**config.mk**
```make
export PLATFORM = sky130hd
export DESIGN_NAME = hazard3_pmp_tor_flat
export DESIGN_NICKNAME = d
export VERILOG_FILES = /design/src/rtl/hazard3_pmp_tor_pkg.sv /design/src/rtl/hazard3_pmp_tor_if.sv /design/src/rtl/hazard3_pmp_region_match.sv /design/src/rtl/hazard3_pmp_tor.sv /design/src/flat_wrapper.sv
export SDC_FILE = /design/constraint.sdc
export NUM_CORES = 2
export LEC_CHECK = 0
export ABC_AREA = 1
export CAP_MARGIN = 30
export CORE_MARGIN = 4
export CORE_UTILIZATION = 35
export CTS_BUF_LIST = sky130_fd_sc_hd__clkbuf_2
export DETAILED_ROUTE_END_ITERATION = 7
export PLACE_DENSITY = 0.54
export SYNTH_ARGS = -nofsm -noshare
export SYNTH_HDL_FRONTEND = slang
export SYNTH_SLANG_ARGS = --single-unit
```
**constraint.sdc**
```tcl
create_clock -name clk -period 4.8 [get_ports clk]
set_input_delay 0.96 -clock clk [delete_from_list [all_inputs] [get_ports clk]]
set_output_delay 0.96 -clock clk [all_outputs]
set_load 0.005 [all_outputs]
```
**src/rtl/hazard3_pmp_tor_pkg.sv**
```systemverilog
// Shared PMP constants, config encodings and the pmpaddr readback helper.
// Imported by the PMP top level, its region matcher and the query interface users.
package hazard3_pmp_tor_pkg;

   localparam logic [11:0] PMPCFG0  = 12'h3a0;
   localparam logic [11:0] PMPADDR0 = 12'h3b0;
   localparam logic [11:0] CSR_FAULT_ADDR_DEF = 12'hbd0;
   localparam logic [11:0] CSR_FAULT_INFO_DEF = 12'hbd1;

   typedef enum logic [1:0] {
      PMP_A_OFF   = 2'd0,
      PMP_A_TOR   = 2'd1,
      PMP_A_NA4   = 2'd2,
      PMP_A_NAPOT = 2'd3
   } pmp_a_t;

   typedef enum logic [1:0] {
      ACC_READ  = 2'd0,
      ACC_WRITE = 2'd1,
      ACC_EXEC  = 2'd2
   } acc_type_t;

   typedef struct packed {
      logic   l;
      pmp_a_t a;
      logic   x;
      logic   w;
      logic   r;
   } pmp_cfg_t;

   // Granule-adjusted pmpaddr: the value software reads back and the value matching uses.
   function automatic logic [31:0] pmp_addr_eff(input logic [31:0] raw, input pmp_a_t mode,
                                                input int unsigned g);
      logic [31:0] v;
      v = raw;
      if (mode == PMP_A_NAPOT) begin
         if (g >= 2) v = raw | ((32'd1 << (g - 1)) - 32'd1);
      end else if (mode != PMP_A_NA4) begin
         if (g >= 1) v = raw & ~((32'd1 << g) - 32'd1);
      end
      return v;
   endfunction

endpackage

```
**src/rtl/hazard3_pmp_tor_if.sv**
```systemverilog
// Query/response bundle between a fetch or load/store checker and the PMP.
interface hazard3_pmp_tor_if #(parameter int W_ADDR = 32);
   logic              q_valid;
   logic [W_ADDR-1:0] q_addr;
   logic [1:0]        q_size;
   logic [1:0]        q_type;
   logic              q_m_mode;
   logic              r_valid;
   logic              r_kill;
   logic [4:0]        r_region;

   modport master (output q_valid, q_addr, q_size, q_type, q_m_mode,
                   input  r_valid, r_kill, r_region);
   modport slave  (input  q_valid, q_addr, q_size, q_type, q_m_mode,
                   output r_valid, r_kill, r_region);
endinterface

```
**src/rtl/hazard3_pmp_region_match.sv**
```systemverilog
// Address match for one PMP region, evaluated for both first and last byte of an access.
// Addresses arrive as zero-extended word addresses (byte address >> 2).
module hazard3_pmp_region_match
   import hazard3_pmp_tor_pkg::*;
(
   input  pmp_a_t      mode,
   input  logic [31:0] pmpaddr,
   input  logic [31:0] lower,
   input  logic [31:0] wa_first,
   input  logic [31:0] wa_last,
   output logic        match_first,
   output logic        match_last
);

   logic [31:0] napot_care;

   // Trailing ones plus the next zero bit are don't-care address bits.
   assign napot_care = ~(pmpaddr ^ (pmpaddr + 32'd1));

   always_comb begin
      match_first = 1'b0;
      match_last  = 1'b0;
      case (mode)
         PMP_A_TOR: begin
            match_first = (wa_first >= lower) && (wa_first < pmpaddr);
            match_last  = (wa_last  >= lower) && (wa_last  < pmpaddr);
         end
         PMP_A_NA4: begin
            match_first = wa_first == pmpaddr;
            match_last  = wa_last  == pmpaddr;
         end
         PMP_A_NAPOT: begin
            match_first = ((wa_first ^ pmpaddr) & napot_care) == 32'd0;
            match_last  = ((wa_last  ^ pmpaddr) & napot_care) == 32'd0;
         end
         default: ;
      endcase
   end

endmodule

```
**src/rtl/hazard3_pmp_tor.sv**
```systemverilog
// PMP with TOR/NA4/NAPOT regions, full-access checking, one-cycle registered
// response and a sticky fault-capture register exposed through custom CSRs.
module hazard3_pmp_tor
   import hazard3_pmp_tor_pkg::*;
#(
   parameter int          PMP_REGIONS    = 16,
   parameter int          PMP_GRAIN      = 0,
   parameter int          W_ADDR         = 32,
   parameter bit          TOR_EN         = 1'b1,
   parameter logic [11:0] CSR_FAULT_ADDR = CSR_FAULT_ADDR_DEF,
   parameter logic [11:0] CSR_FAULT_INFO = CSR_FAULT_INFO_DEF
) (
   input  logic                    clk,
   input  logic                    rst_n,
   input  logic                    mstatus_mxr,
   input  logic [11:0]             cfg_addr,
   input  logic                    cfg_wen,
   input  logic [31:0]             cfg_wdata,
   output logic [31:0]             cfg_rdata,
   hazard3_pmp_tor_if.slave        bus
);

   pmp_cfg_t                        cfg_reg [PMP_REGIONS];
   logic [31:0]                     addr_reg [PMP_REGIONS];
   logic [PMP_REGIONS-1:0][31:0]    addr_eff;
   logic [PMP_REGIONS-1:0]          cfg_l, tor_l, addr_lock;
   logic [PMP_REGIONS-1:0]          match_first, match_last;

   logic [1:0]        last_off;
   logic [W_ADDR-1:0] addr_last;
   logic [31:0]       wa_first, wa_last;

   logic       hit_any, hit_partial, hit_l, hit_r, hit_w, hit_x, kill_next;
   logic [4:0] hit_idx;

   logic              r_valid_reg, r_kill_reg;
   logic [4:0]        r_region_reg;
   logic [W_ADDR-1:0] q_addr_reg;
   logic [1:0]        q_type_reg;

   logic              fault_valid_reg, fault_clear;
   logic [W_ADDR-1:0] fault_addr_reg;
   logic [1:0]        fault_type_reg;
   logic [4:0]        fault_region_reg;

   function automatic pmp_cfg_t cfg_legalize(input logic [7:0] b);
      pmp_cfg_t c;
      c.l = b[7];
      c.a = pmp_a_t'(b[4:3]);
      c.x = b[2];
      c.w = b[1];
      c.r = b[0];
      if ((c.a == PMP_A_TOR && !TOR_EN) || (c.a == PMP_A_NA4 && PMP_GRAIN > 0))
         c.a = PMP_A_OFF;
      return c;
   endfunction

   // A locked TOR region also freezes the pmpaddr below it (its lower bound).
   always_comb begin
      for (int i = 0; i < PMP_REGIONS; i++) begin
         cfg_l[i] = cfg_reg[i].l;
         tor_l[i] = cfg_reg[i].l && cfg_reg[i].a == PMP_A_TOR;
      end
   end
   assign addr_lock = cfg_l | (tor_l >> 1);

   always_ff @(posedge clk or negedge rst_n) begin
      if (!rst_n) begin
         for (int i = 0; i < PMP_REGIONS; i++) begin
            cfg_reg[i]  <= '0;
            addr_reg[i] <= '0;
         end
      end else if (cfg_wen) begin
         for (int i = 0; i < PMP_REGIONS; i++) begin
            if (cfg_addr == PMPCFG0 + 12'(i / 4) && !cfg_reg[i].l)
               cfg_reg[i] <= cfg_legalize(cfg_wdata[8 * (i % 4) +: 8]);
            if (cfg_addr == PMPADDR0 + 12'(i) && !addr_lock[i])
               addr_reg[i] <= cfg_wdata;
         end
      end
   end

   always_comb begin
      case (bus.q_size)
         2'd0:    last_off = 2'd0;
         2'd1:    last_off = 2'd1;
         default: last_off = 2'd3;
      endcase
   end
   assign addr_last = bus.q_addr + W_ADDR'(last_off);
   assign wa_first  = 32'(bus.q_addr[W_ADDR-1:2]);
   assign wa_last   = 32'(addr_last[W_ADDR-1:2]);

   genvar gi;
   generate
      for (gi = 0; gi < PMP_REGIONS; gi++) begin : g_region
         logic [31:0] lower;
         assign addr_eff[gi] = pmp_addr_eff(addr_reg[gi], cfg_reg[gi].a, PMP_GRAIN);
         if (gi == 0) begin : g_base
            assign lower = 32'd0;
         end else begin : g_chain
            assign lower = pmp_addr_eff(addr_reg[gi-1], PMP_A_TOR, PMP_GRAIN);
         end
         hazard3_pmp_region_match u_match (
            .mode        (cfg_reg[gi].a),
            .pmpaddr     (addr_eff[gi]),
            .lower       (lower),
            .wa_first    (wa_first),
            .wa_last     (wa_last),
            .match_first (match_first[gi]),
            .match_last  (match_last[gi])
         );
      end
   endgenerate

   // Descending scan so the lowest-numbered matching region wins.
   always_comb begin
      hit_any     = 1'b0;
      hit_partial = 1'b0;
      hit_idx     = 5'h1f;
      hit_l       = 1'b0;
      hit_r       = 1'b0;
      hit_w       = 1'b0;
      hit_x       = 1'b0;
      for (int i = PMP_REGIONS - 1; i >= 0; i--) begin
         if (match_first[i] || match_last[i]) begin
            hit_any     = 1'b1;
            hit_partial = match_first[i] ^ match_last[i];
            hit_idx     = 5'(i);
            hit_l       = cfg_reg[i].l;
            hit_r       = cfg_reg[i].r;
            hit_w       = cfg_reg[i].w;
            hit_x       = cfg_reg[i].x;
         end
      end
   end

   always_comb begin
      kill_next = 1'b0;
      if (!hit_any)
         kill_next = !bus.q_m_mode;
      else if (hit_partial)
         kill_next = 1'b1;
      else if (!(bus.q_m_mode && !hit_l)) begin
         case (acc_type_t'(bus.q_type))
            ACC_READ:  kill_next = !(hit_r || (hit_x && mstatus_mxr));
            ACC_WRITE: kill_next = !hit_w;
            default:   kill_next = !hit_x;
         endcase
      end
   end

   always_ff @(posedge clk or negedge rst_n) begin
      if (!rst_n) begin
         r_valid_reg  <= 1'b0;
         r_kill_reg   <= 1'b0;
         r_region_reg <= 5'h1f;
         q_addr_reg   <= '0;
         q_type_reg   <= '0;
      end else begin
         r_valid_reg <= bus.q_valid;
         if (bus.q_valid) begin
            r_kill_reg   <= kill_next;
            r_region_reg <= hit_idx;
            q_addr_reg   <= bus.q_addr;
            q_type_reg   <= bus.q_type;
         end
      end
   end

   assign bus.r_valid  = r_valid_reg;
   assign bus.r_kill   = r_kill_reg;
   assign bus.r_region = r_region_reg;

   assign fault_clear = cfg_wen && cfg_addr == CSR_FAULT_INFO && cfg_wdata[0];

   // A new fault takes priority over a coincident clear.
   always_ff @(posedge clk or negedge rst_n) begin
      if (!rst_n) begin
         fault_valid_reg  <= 1'b0;
         fault_addr_reg   <= '0;
         fault_type_reg   <= '0;
         fault_region_reg <= '0;
      end else if (r_valid_reg && r_kill_reg && (!fault_valid_reg || fault_clear)) begin
         fault_valid_reg  <= 1'b1;
         fault_addr_reg   <= q_addr_reg;
         fault_type_reg   <= q_type_reg;
         fault_region_reg <= r_region_reg;
      end else if (fault_clear) begin
         fault_valid_reg  <= 1'b0;
         fault_addr_reg   <= '0;
         fault_type_reg   <= '0;
         fault_region_reg <= '0;
      end
   end

   always_comb begin
      cfg_rdata = 32'd0;
      for (int i = 0; i < PMP_REGIONS; i++) begin
         if (cfg_addr == PMPCFG0 + 12'(i / 4))
            cfg_rdata[8 * (i % 4) +: 8] = {cfg_reg[i].l, 2'b00, cfg_reg[i].a,
                                           cfg_reg[i].x, cfg_reg[i].w, cfg_reg[i].r};
         if (cfg_addr == PMPADDR0 + 12'(i))
            cfg_rdata = addr_eff[i];
      end
      if (cfg_addr == CSR_FAULT_ADDR)
         cfg_rdata = 32'(fault_addr_reg);
      if (cfg_addr == CSR_FAULT_INFO)
         cfg_rdata = {23'd0, fault_region_reg, 1'b0, fault_type_reg, fault_valid_reg};
   end

endmodule

```
**src/flat_wrapper.sv**
```systemverilog
// flat-port wrapper written by rule: the top's interface ports become plain ports
module hazard3_pmp_tor_flat import hazard3_pmp_tor_pkg::*;
#(
   parameter int          PMP_REGIONS    = 16,
   parameter int          PMP_GRAIN      = 0,
   parameter int          W_ADDR         = 32,
   parameter bit          TOR_EN         = 1'b1,
   parameter logic [11:0] CSR_FAULT_ADDR = CSR_FAULT_ADDR_DEF,
   parameter logic [11:0] CSR_FAULT_INFO = CSR_FAULT_INFO_DEF
)
  (clk, rst_n, mstatus_mxr, cfg_addr, cfg_wen, cfg_wdata, cfg_rdata, bus_q_valid, bus_q_addr, bus_q_size, bus_q_type, bus_q_m_mode, bus_r_valid, bus_r_kill, bus_r_region);
  hazard3_pmp_tor_if #(.W_ADDR(W_ADDR)) bus_i ();
  input  logic clk;
  input  logic rst_n;
  input  logic mstatus_mxr;
  input  logic [11:0] cfg_addr;
  input  logic cfg_wen;
  input  logic [31:0] cfg_wdata;
  output logic [31:0] cfg_rdata;
  input wire logic [$bits(bus_i.q_valid)-1:0] bus_q_valid;
  input wire logic [$bits(bus_i.q_addr)-1:0] bus_q_addr;
  input wire logic [$bits(bus_i.q_size)-1:0] bus_q_size;
  input wire logic [$bits(bus_i.q_type)-1:0] bus_q_type;
  input wire logic [$bits(bus_i.q_m_mode)-1:0] bus_q_m_mode;
  output wire logic [$bits(bus_i.r_valid)-1:0] bus_r_valid;
  output wire logic [$bits(bus_i.r_kill)-1:0] bus_r_kill;
  output wire logic [$bits(bus_i.r_region)-1:0] bus_r_region;
  assign bus_i.q_valid = bus_q_valid;
  assign bus_i.q_addr = bus_q_addr;
  assign bus_i.q_size = bus_q_size;
  assign bus_i.q_type = bus_q_type;
  assign bus_i.q_m_mode = bus_q_m_mode;
  assign bus_r_valid = bus_i.r_valid;
  assign bus_r_kill = bus_i.r_kill;
  assign bus_r_region = bus_i.r_region;
  hazard3_pmp_tor #(.PMP_REGIONS(PMP_REGIONS), .PMP_GRAIN(PMP_GRAIN), .W_ADDR(W_ADDR), .TOR_EN(TOR_EN), .CSR_FAULT_ADDR(CSR_FAULT_ADDR), .CSR_FAULT_INFO(CSR_FAULT_INFO)) u_core (.clk(clk), .rst_n(rst_n), .mstatus_mxr(mstatus_mxr), .cfg_addr(cfg_addr), .cfg_wen(cfg_wen), .cfg_wdata(cfg_wdata), .cfg_rdata(cfg_rdata), .bus(bus_i));
endmodule
```
Yosys cells after proc, flatten, opt, wreduce, memory -nomap -nowiden
Cells that the tools add are included.
{"block": "word_totals", "reg_bits": 689, "inputBits": 86, "out_inout_bits": 39, "elab_cells": 802}
{"block": "op_classes", "n_addsub": 17, "n_lt_le_gt_ge": 64, "eq_ne": 104, "n_mux": 191, "bitwise": 113, "reduce_logical": 208}
{"op": "$and 32x32->32", "n": 32}
{"op": "$eq 30x32->1", "n": 32}
{"op": "$logic_not 32->1", "n": 32}
{"op": "$lt 30x32->1", "n": 32}
{"op": "$xor 30x32->32", "n": 32}
{"op": "$ge 30x32->1", "n": 30}
{"op": "$mux 32", "n": 20}
{"op": "$add 32x1->32 const B", "n": 16}
{"op": "$not 32->32", "n": 16}
{"op": "$xor 32x32->32", "n": 16}
{"op": "$eq 12x10->1 const B", "n": 20}
{"op": "$mux 8", "n": 16}
{"op": "$mux 1", "n": 101}
{"op": "$pmux 1 s3", "n": 32}
{"op": "$mux 5", "n": 18}
{"op": "$logic_and 1x1->1", "n": 85}
{"op": "$eq 2x2->1 const B", "n": 32}
{"op": "$reduce_and 2->1", "n": 32}
{"op": "$ge 30x1->1 const B", "n": 2}
{"op": "$logic_not 1->1", "n": 38}
{"op": "$eq 2x1->1 const B", "n": 18}
{"op": "$add 32x2->32", "n": 1}
{"op": "$eq 12x12->1 const B", "n": 2}
{"op": "$logic_or 1x1->1", "n": 18}
{"op": "other kinds (7)", "n": 24}

Longest topological paths before layout
{"block": "logic_depth", "word_depth": 35, "mapped_depth": 53, "depth_no_buf": 53}

Hierarchy
A second synthesis with hierarchy kept.
{"block": "hier_totals", "cells_unflattened": 16333, "area_unflattened_um2": 102485.8}
{"module": "hazard3_pmp_region_match (u_core.g_region[0].u_match ...)", "n_inst": 15, "cells_each": 763, "area_per_inst_um2": 4320.4, "seq_area_each_um2": 0.0}
{"module": "hazard3_pmp_tor", "n_inst": 1, "cells_each": 4125, "area_per_inst_um2": 33364.5, "seq_area_each_um2": 17247.8}
{"module": "hazard3_pmp_region_match (u_core.g_region[4].u_match)", "n_inst": 1, "cells_each": 763, "area_per_inst_um2": 4315.4, "seq_area_each_um2": 0.0}

Worst setup path after synthesis
Ideal clock, no wire load.
{"block": "synth_path", "path_type": "input port to flip-flop", "start": "input bus_q_size[1]", "end": "register u_core.r_kill_reg, in the netlist u_core.bus.r_kill", "arrival_ns": 6.526, "required_ns": 4.684, "setup_slack_ns": -1.842, "stages": 42, "path_cell_list": "ha_1 a21oi_1 nor2_2 nand2_1 nor2_2 nand2_1 inv_2 nand4_1 nor2_1 nand2_1 inv_1 nand2_1 nor2_1 xor2_1 ha_1 nand3_1 or4_1 nor4_1 (+6 left out) inv_1 a21oi_1 o211ai_1 o211ai_1 nand2_1 a21oi_1 o21ai_0 o211ai_1 nand2_1 nand2_1 nand2_1 nand2_1 nand2_1 nand3_1 nand2_1 nand2_1 nand2_1 nand2_1"}
{"block": "synth_via", "elab_chain_cells": 31, "word_cells_on_any_way": 271, "cone_classes": "add/sub (1); order compare (32); eq/ne (17); mux (117); bitwise (48); reduce/logical (56)"}
{"item": "start, declared", "line_no": "flat_wrapper.sv:22", "rtl": "input wire logic [$bits(bus_i.q_size)-1:0] bus_q_size;"}
{"item": "$eq 2x1->1 or $logic_not 2->1 (tied branches)", "line_no": "hazard3_pmp_tor.sv:84", "rtl": "case (bus.q_size)"}
{"item": "$pmux 2 s2 *", "line_no": "hazard3_pmp_tor.sv:84"}
{"item": "$add 32x2->32 *", "line_no": "hazard3_pmp_tor.sv:90", "rtl": "assign addr_last = bus.q_addr + W_ADDR'(last_off);"}
{"item": "parallel branches: the longest is 27 deep, another holds $ge 30x32->1"}
{"item": "$mux 1 *", "line_no": "hazard3_pmp_tor.sv:140", "rtl": "if (!hit_any)"}
{"item": "end signal, assigned", "line_no": "hazard3_pmp_tor.sv:163", "rtl": "r_kill_reg <= kill_next;"}
{"item": "end, declared", "line_no": "hazard3_pmp_tor.sv:36", "rtl": "logic r_valid_reg, r_kill_reg;"}
Every way passes the cells marked *.
A chain may end at the register's enable or synchronous reset.

Worst setup path after layout
{"block": "layout_path", "start": "register u_core.addr_reg (netlist bit u_core.g_region[1].lower[0])", "end": "output cfg_rdata[0]"}
{"block": "layout_via", "elab_chain_cells": 21}
{"item": "start, declared", "line_no": "hazard3_pmp_tor.sv:24", "rtl": "logic [31:0] addr_reg [PMP_REGIONS];"}
{"item": "start signal, assigned by index", "line_no": "hazard3_pmp_tor.sv:78", "rtl": "addr_reg[i] <= cfg_wdata;"}
{"item": "$mux 32 (4 in a row)", "line_no": "hazard3_pmp_tor.sv:203", "rtl": "if (cfg_addr == PMPADDR0 + 12'(i))"}
{"item": "$mux 8", "line_no": "hazard3_pmp_tor.sv:200", "rtl": "if (cfg_addr == PMPCFG0 + 12'(i / 4))"}
{"item": "$mux 32 (4 in a row)", "line_no": "hazard3_pmp_tor.sv:203"}
{"item": "$mux 8", "line_no": "hazard3_pmp_tor.sv:200"}
{"item": "$mux 32 (4 in a row)", "line_no": "hazard3_pmp_tor.sv:203"}
{"item": "$mux 8", "line_no": "hazard3_pmp_tor.sv:200"}
{"item": "$mux 32 (4 in a row)", "line_no": "hazard3_pmp_tor.sv:203"}
{"item": "$mux 32", "line_no": "hazard3_pmp_tor.sv:206", "rtl": "if (cfg_addr == CSR_FAULT_ADDR)"}
{"item": "$mux 32", "line_no": "hazard3_pmp_tor.sv:208", "rtl": "if (cfg_addr == CSR_FAULT_INFO)"}
{"item": "end, declared", "line_no": "flat_wrapper.sv:19", "rtl": "output logic [31:0] cfg_rdata;"}
No other way between the ends.

==> summary.txt <==
Setup path
  – Cell family with most CP delay: simple AND/OR/NAND/NOR gates
  – Cells along the critical path: buf_12 > nand2_4 > nand2_4 > a21oi_4 > nand4_1 > a21oi_2 > buf_6 > nand4_1 > buf_4 > a21oi_2 > buf_6 > nand4_1 > nor2_1 > buf_4 > nand4_1 > nor2_1 > buf_4 > nand4_1 > buf_2
  – Delay of the slowest critical-path stage: 0.41 ns
  – Crit path max fanout: 2
  – Startpoint Class: flop
  – Req. time, crit path: 3.84 ns
  – Reg-to-reg endpoint: u_core.bus.r_kill$_DFFE_PN0P_
  – R2r worst-path depth: 39
  – CP max stage cell: dfrtp_1
  – Critical R2R Launch: u_core.g_region[14].lower[0]$_DFFE_PN0P_
  – Worst path most repeated cell: nand4_1
  – Number of buffers and inverters on the critical path: 7
  – R2r setup slk: -0.37 ns
  – WP depth: 19
  – Critical Path End Type: primary output
  – Category of the most critical setup path: flop to primary output
  – WP data arrival: 5.24 ns

Timing
  – Setup ws final: -1.405 ns
  – Fin crit share: 129.3%
  – Minimum clock period: 6.205 ns
  – Slew Viols, Final: 0
  – Hold Violations, Final: 0
  – Hold Slack: 0.1323 ns
  – Tightest Pin Transition: 1.369 ns
  – Worst clock skew: 0.2018 ns
  – Max_slew headroom: 8.754%
  – RSZ-0062 raised after global routing: yes
  – Maximum clock rate: 0.1612 GHz
  – Setup violations, final: 35
  – Total Neg Setup Slack: -24.70 ns

Clock tree
  – Clock sinks: 689
  – Clock transition at the registers of the reported paths: 0.10 ns
  – Num CTS Buffers: 215
  – Clk root buf: clkbuf_2
  – TritonCTS clock tree: yes
  – Clock Tree Buf Depth: 3
  – Clk_lat worst skew: 2.01 ns
  – H-tree levels: 4

GRT
  – Gr ovfl total: 0
  – Vias in the first global route: 84260
  – All-Layer GR Usage: 46.33%
  – Pin count of the biggest net entering global routing: 79
  – First-pass GRT wire length: 663.2 mm
  – Antenna violations before repair: 75

Finish
  – Fill count: 19780
  – Storage element area: 17280 um2
  – Final instance area: 99710 um2
  – Multi-input logic area: 49410 um2
  – Most common cell after layout, fill and taps aside: buf_4
  – Most frequent cells in the layout: buf_4 (2266), nand2_1 (1839), inv_1 (1404)
  – NumNets Final: 13720
  – Area delta synth->final: 44.56%
  – Fraction of layout cells with a size suffix above 1: 30.24%
  – Max reg flops: 480
  – Finished Core Util: 51.03%

Yosys
  – Top cell type's share of synthesized area: 24.82%
  – Post-synth net total: 11110
  – Synthesis-stage register bit count: 689
  – Main combinational cell family by area after synthesis: simple AND/OR/NAND/NOR gates
  – Avg Synthesized Cell Area: 6.918 um2
  – Post-synthesis compound-gate area fraction: 19.70%
  – Ys async rst share: 100.0%
  – Adder-Cell Fraction of Synth Area: 19.17%
  – Sequential fraction of the synthesis area: 25.01%
  – Post-synth EDFFs: 0
  – Cell area after synthesis: 68970 um2
  – Netlist cell types: 76
  – Synth Area in Simple Gates: 25.87%
  – Synthesized instance count: 9970
  – Top post-synthesis cells by area: dfrtp_1 (25%), ha_1 (19%), nand2_1 (11%)
  – Mux contribution to synthesized area: 0%
  – Warnings from Yosys: 0
  – Ys flop type: dfrtp_1
  – Leading area contributor after synthesis: dfrtp_1
  – XOR/XNOR share of the synthesized area: 0.4063%

Job
  – Max-cap violations: 0

Pwr
  – PD cells: 156.4 nW/um2
  – Clock Power Share: 33.7%
  – Comb power frac: 27.2%
  – Pwr Total: 15600 uW
  – Sequential share of power: 39.1%
  – Fraction of power spent switching nets: 39.37%
  – Peak VDD IR: 0.0002410 V
  – Cell-internal power: 9456 uW
  – Switching pwr: 6141 uW
  – P_leak: 0.04794 uW

Detailed routing
  – Routed wire length per instance: 31.75 um
  – Via density per instance: 5.882
  – Top Layer Used: met5
  – Met1 Routed Length: 195.8 mm
  – First DRT Iteration DRCs: 12110
  – Drt drc: 1
  – First drt pass iteration count: 8
  – Post-Route WL: 490.7 mm
  – Met2 Wirelength: 197.7 mm
  – Via count: 90900
  – Metal3 WL: 60.48 mm
  – Detail Route Antenna Nets: 0

Placed design
  – DP Area: 91420 um2
  – RD Place Congestion: 1.125
  – I/O Buffers: 124
  – Dpl hpwl: 389.6 mm

Floorplanning
  – Die outline area: 204200 um2
  – Num rows: 162
  – Core Region: 195400 um2
  – Io pins: 125
  – Initial core utilization: 35.30%
  – Die X: 451.9 um
  – Die extent in y: 451.9 um

Hold path
  – Worst Hold End: u_core.bus.r_kill$_DFFE_PN0P_
  – Hold Path Class: input pin to flop
  – Hold depth: 10
  – Worst Hold Launch: mstatus_mxr

Status
  – Failing checks: DRC, setup timing
  – Status: finished with violations
cell type report:
class	count	area share [%]
well taps	2624	3.293
repair buffers	2637	21.67
inverters	1557	5.967
clock inverters	80	0.4317
clock buffers	312	1.566
multi-input cells	7481	49.56
flip-flops and latches	689	17.33
diodes	73	0.1832
cells in the mapped netlist (8+ instances only):
| library cell | count |
|---|---|
| and3_1 | 11 |
| inv_2 | 46 |
| buf_2 | 25 |
| clkbuf_1 | 216 |
| nor2_4 | 16 |
| o211ai_1 | 59 |
| nor2_1 | 766 |
| nor4b_1 | 8 |
| o21bai_1 | 31 |
| o22a_1 | 9 |
| o221ai_1 | 55 |
| nor3b_1 | 10 |
| o21ai_0 | 802 |
| a211oi_1 | 53 |
| nor2_2 | 56 |
| dfrtp_1 | 684 |
| nor4_2 | 14 |
| nor4_1 | 162 |
| or2_2 | 49 |
| o2111ai_1 | 78 |
| o22ai_1 | 206 |
| a2111oi_0 | 9 |
| a31oi_1 | 18 |
| nand3_2 | 18 |
| nand2_1 | 2037 |
| a221oi_1 | 28 |
| nor3_1 | 235 |
| nand2_2 | 20 |
| nand3_1 | 324 |
| inv_1 | 1505 |
| nand4_1 | 213 |
| xor2_1 | 25 |
| a21oi_1 | 847 |
| nor3_2 | 23 |
| o21a_1 | 28 |
| ha_1 | 1057 |
| o21ai_1 | 116 |
layer usage:
| layer | vias to the layer above | GRT usage (%) |
|---|---|---|
| met3 | 1427 | 13.49 |
| li1 | 39610 | - |
| met1 | 43620 | 61.03 |
| met4 | 20 | 29.08 |
| met5 | - | 0 |
| met2 | 6227 | 66.14 |
logic make-up after synthesis:
family,count (synthesis)
simple gates,4001
compound gates,2391
buf+inv,1800
fa+ha+maj,1057
flops,689
xor+xnor,32
worst max path at each step:
stage	start	to	slack, ns
finish	u_core.g_region[1].lower[0]$_DFFE_PN0P_	cfg_rdata[0]	-1.40
global route	u_core.g_region[1].lower[0]$_DFFE_PN0P_	cfg_rdata[0]	-1.50
CTS	u_core.g_region[1].lower[2]$_DFFE_PN0P_	cfg_rdata[2]	-1.40
detailed placement	bus_q_size[1]	u_core.bus.r_kill$_DFFE_PN0P_	-3.20
global placement	bus_q_size[1]	u_core.bus.r_kill$_DFFE_PN0P_	-3.40
floorplan	bus_q_addr[1]	u_core.bus.r_kill$_DFFE_PN0P_	-1.19
worst register-to-register path: cells and delay by family, from the launching register on:
kind / cells / cell delay [ns]
AO/OA/AOI/OAI: 5 / 0.83
adder cells (fa/ha/maj): 2 / 0.43
buffers and inverters: 7 / 0.90
flip-flops: 1 / 0.42
AND/OR/NAND/NOR: 25 / 2.62
timing repair:
action | CTS | global route
setup buffers | 77 | 67
pin swaps | 252 | 275
gates resized for setup | 926 | 364
endpoints found under the hold margin | 848 | 0
gates cloned | 0 | 0
hold buffers | 62 | 0
setup endpoints to repair | 38 | 38
power groups by stage:
stage	clock, uW	sequential (uW)	combinational (uW)
after global placement	0	6200	3800
after CTS	5330	6090	4010
after floorplan	0	6160	1500
after detailed placement	0	6210	3860
after global routing	5620	6110	4430
final	5260	6100	4240
metrics by stage:
step / worst slack, ns / cells
after floorplan: -1.194 / 9970
after global placement: -3.397 / 14810
after detailed placement: -3.199 / 14820
after CTS: -1.399 / 15320
after global routing: -1.495 / 15390
final: -1.405 / 15450
Power figures use the tool's default switching activity.
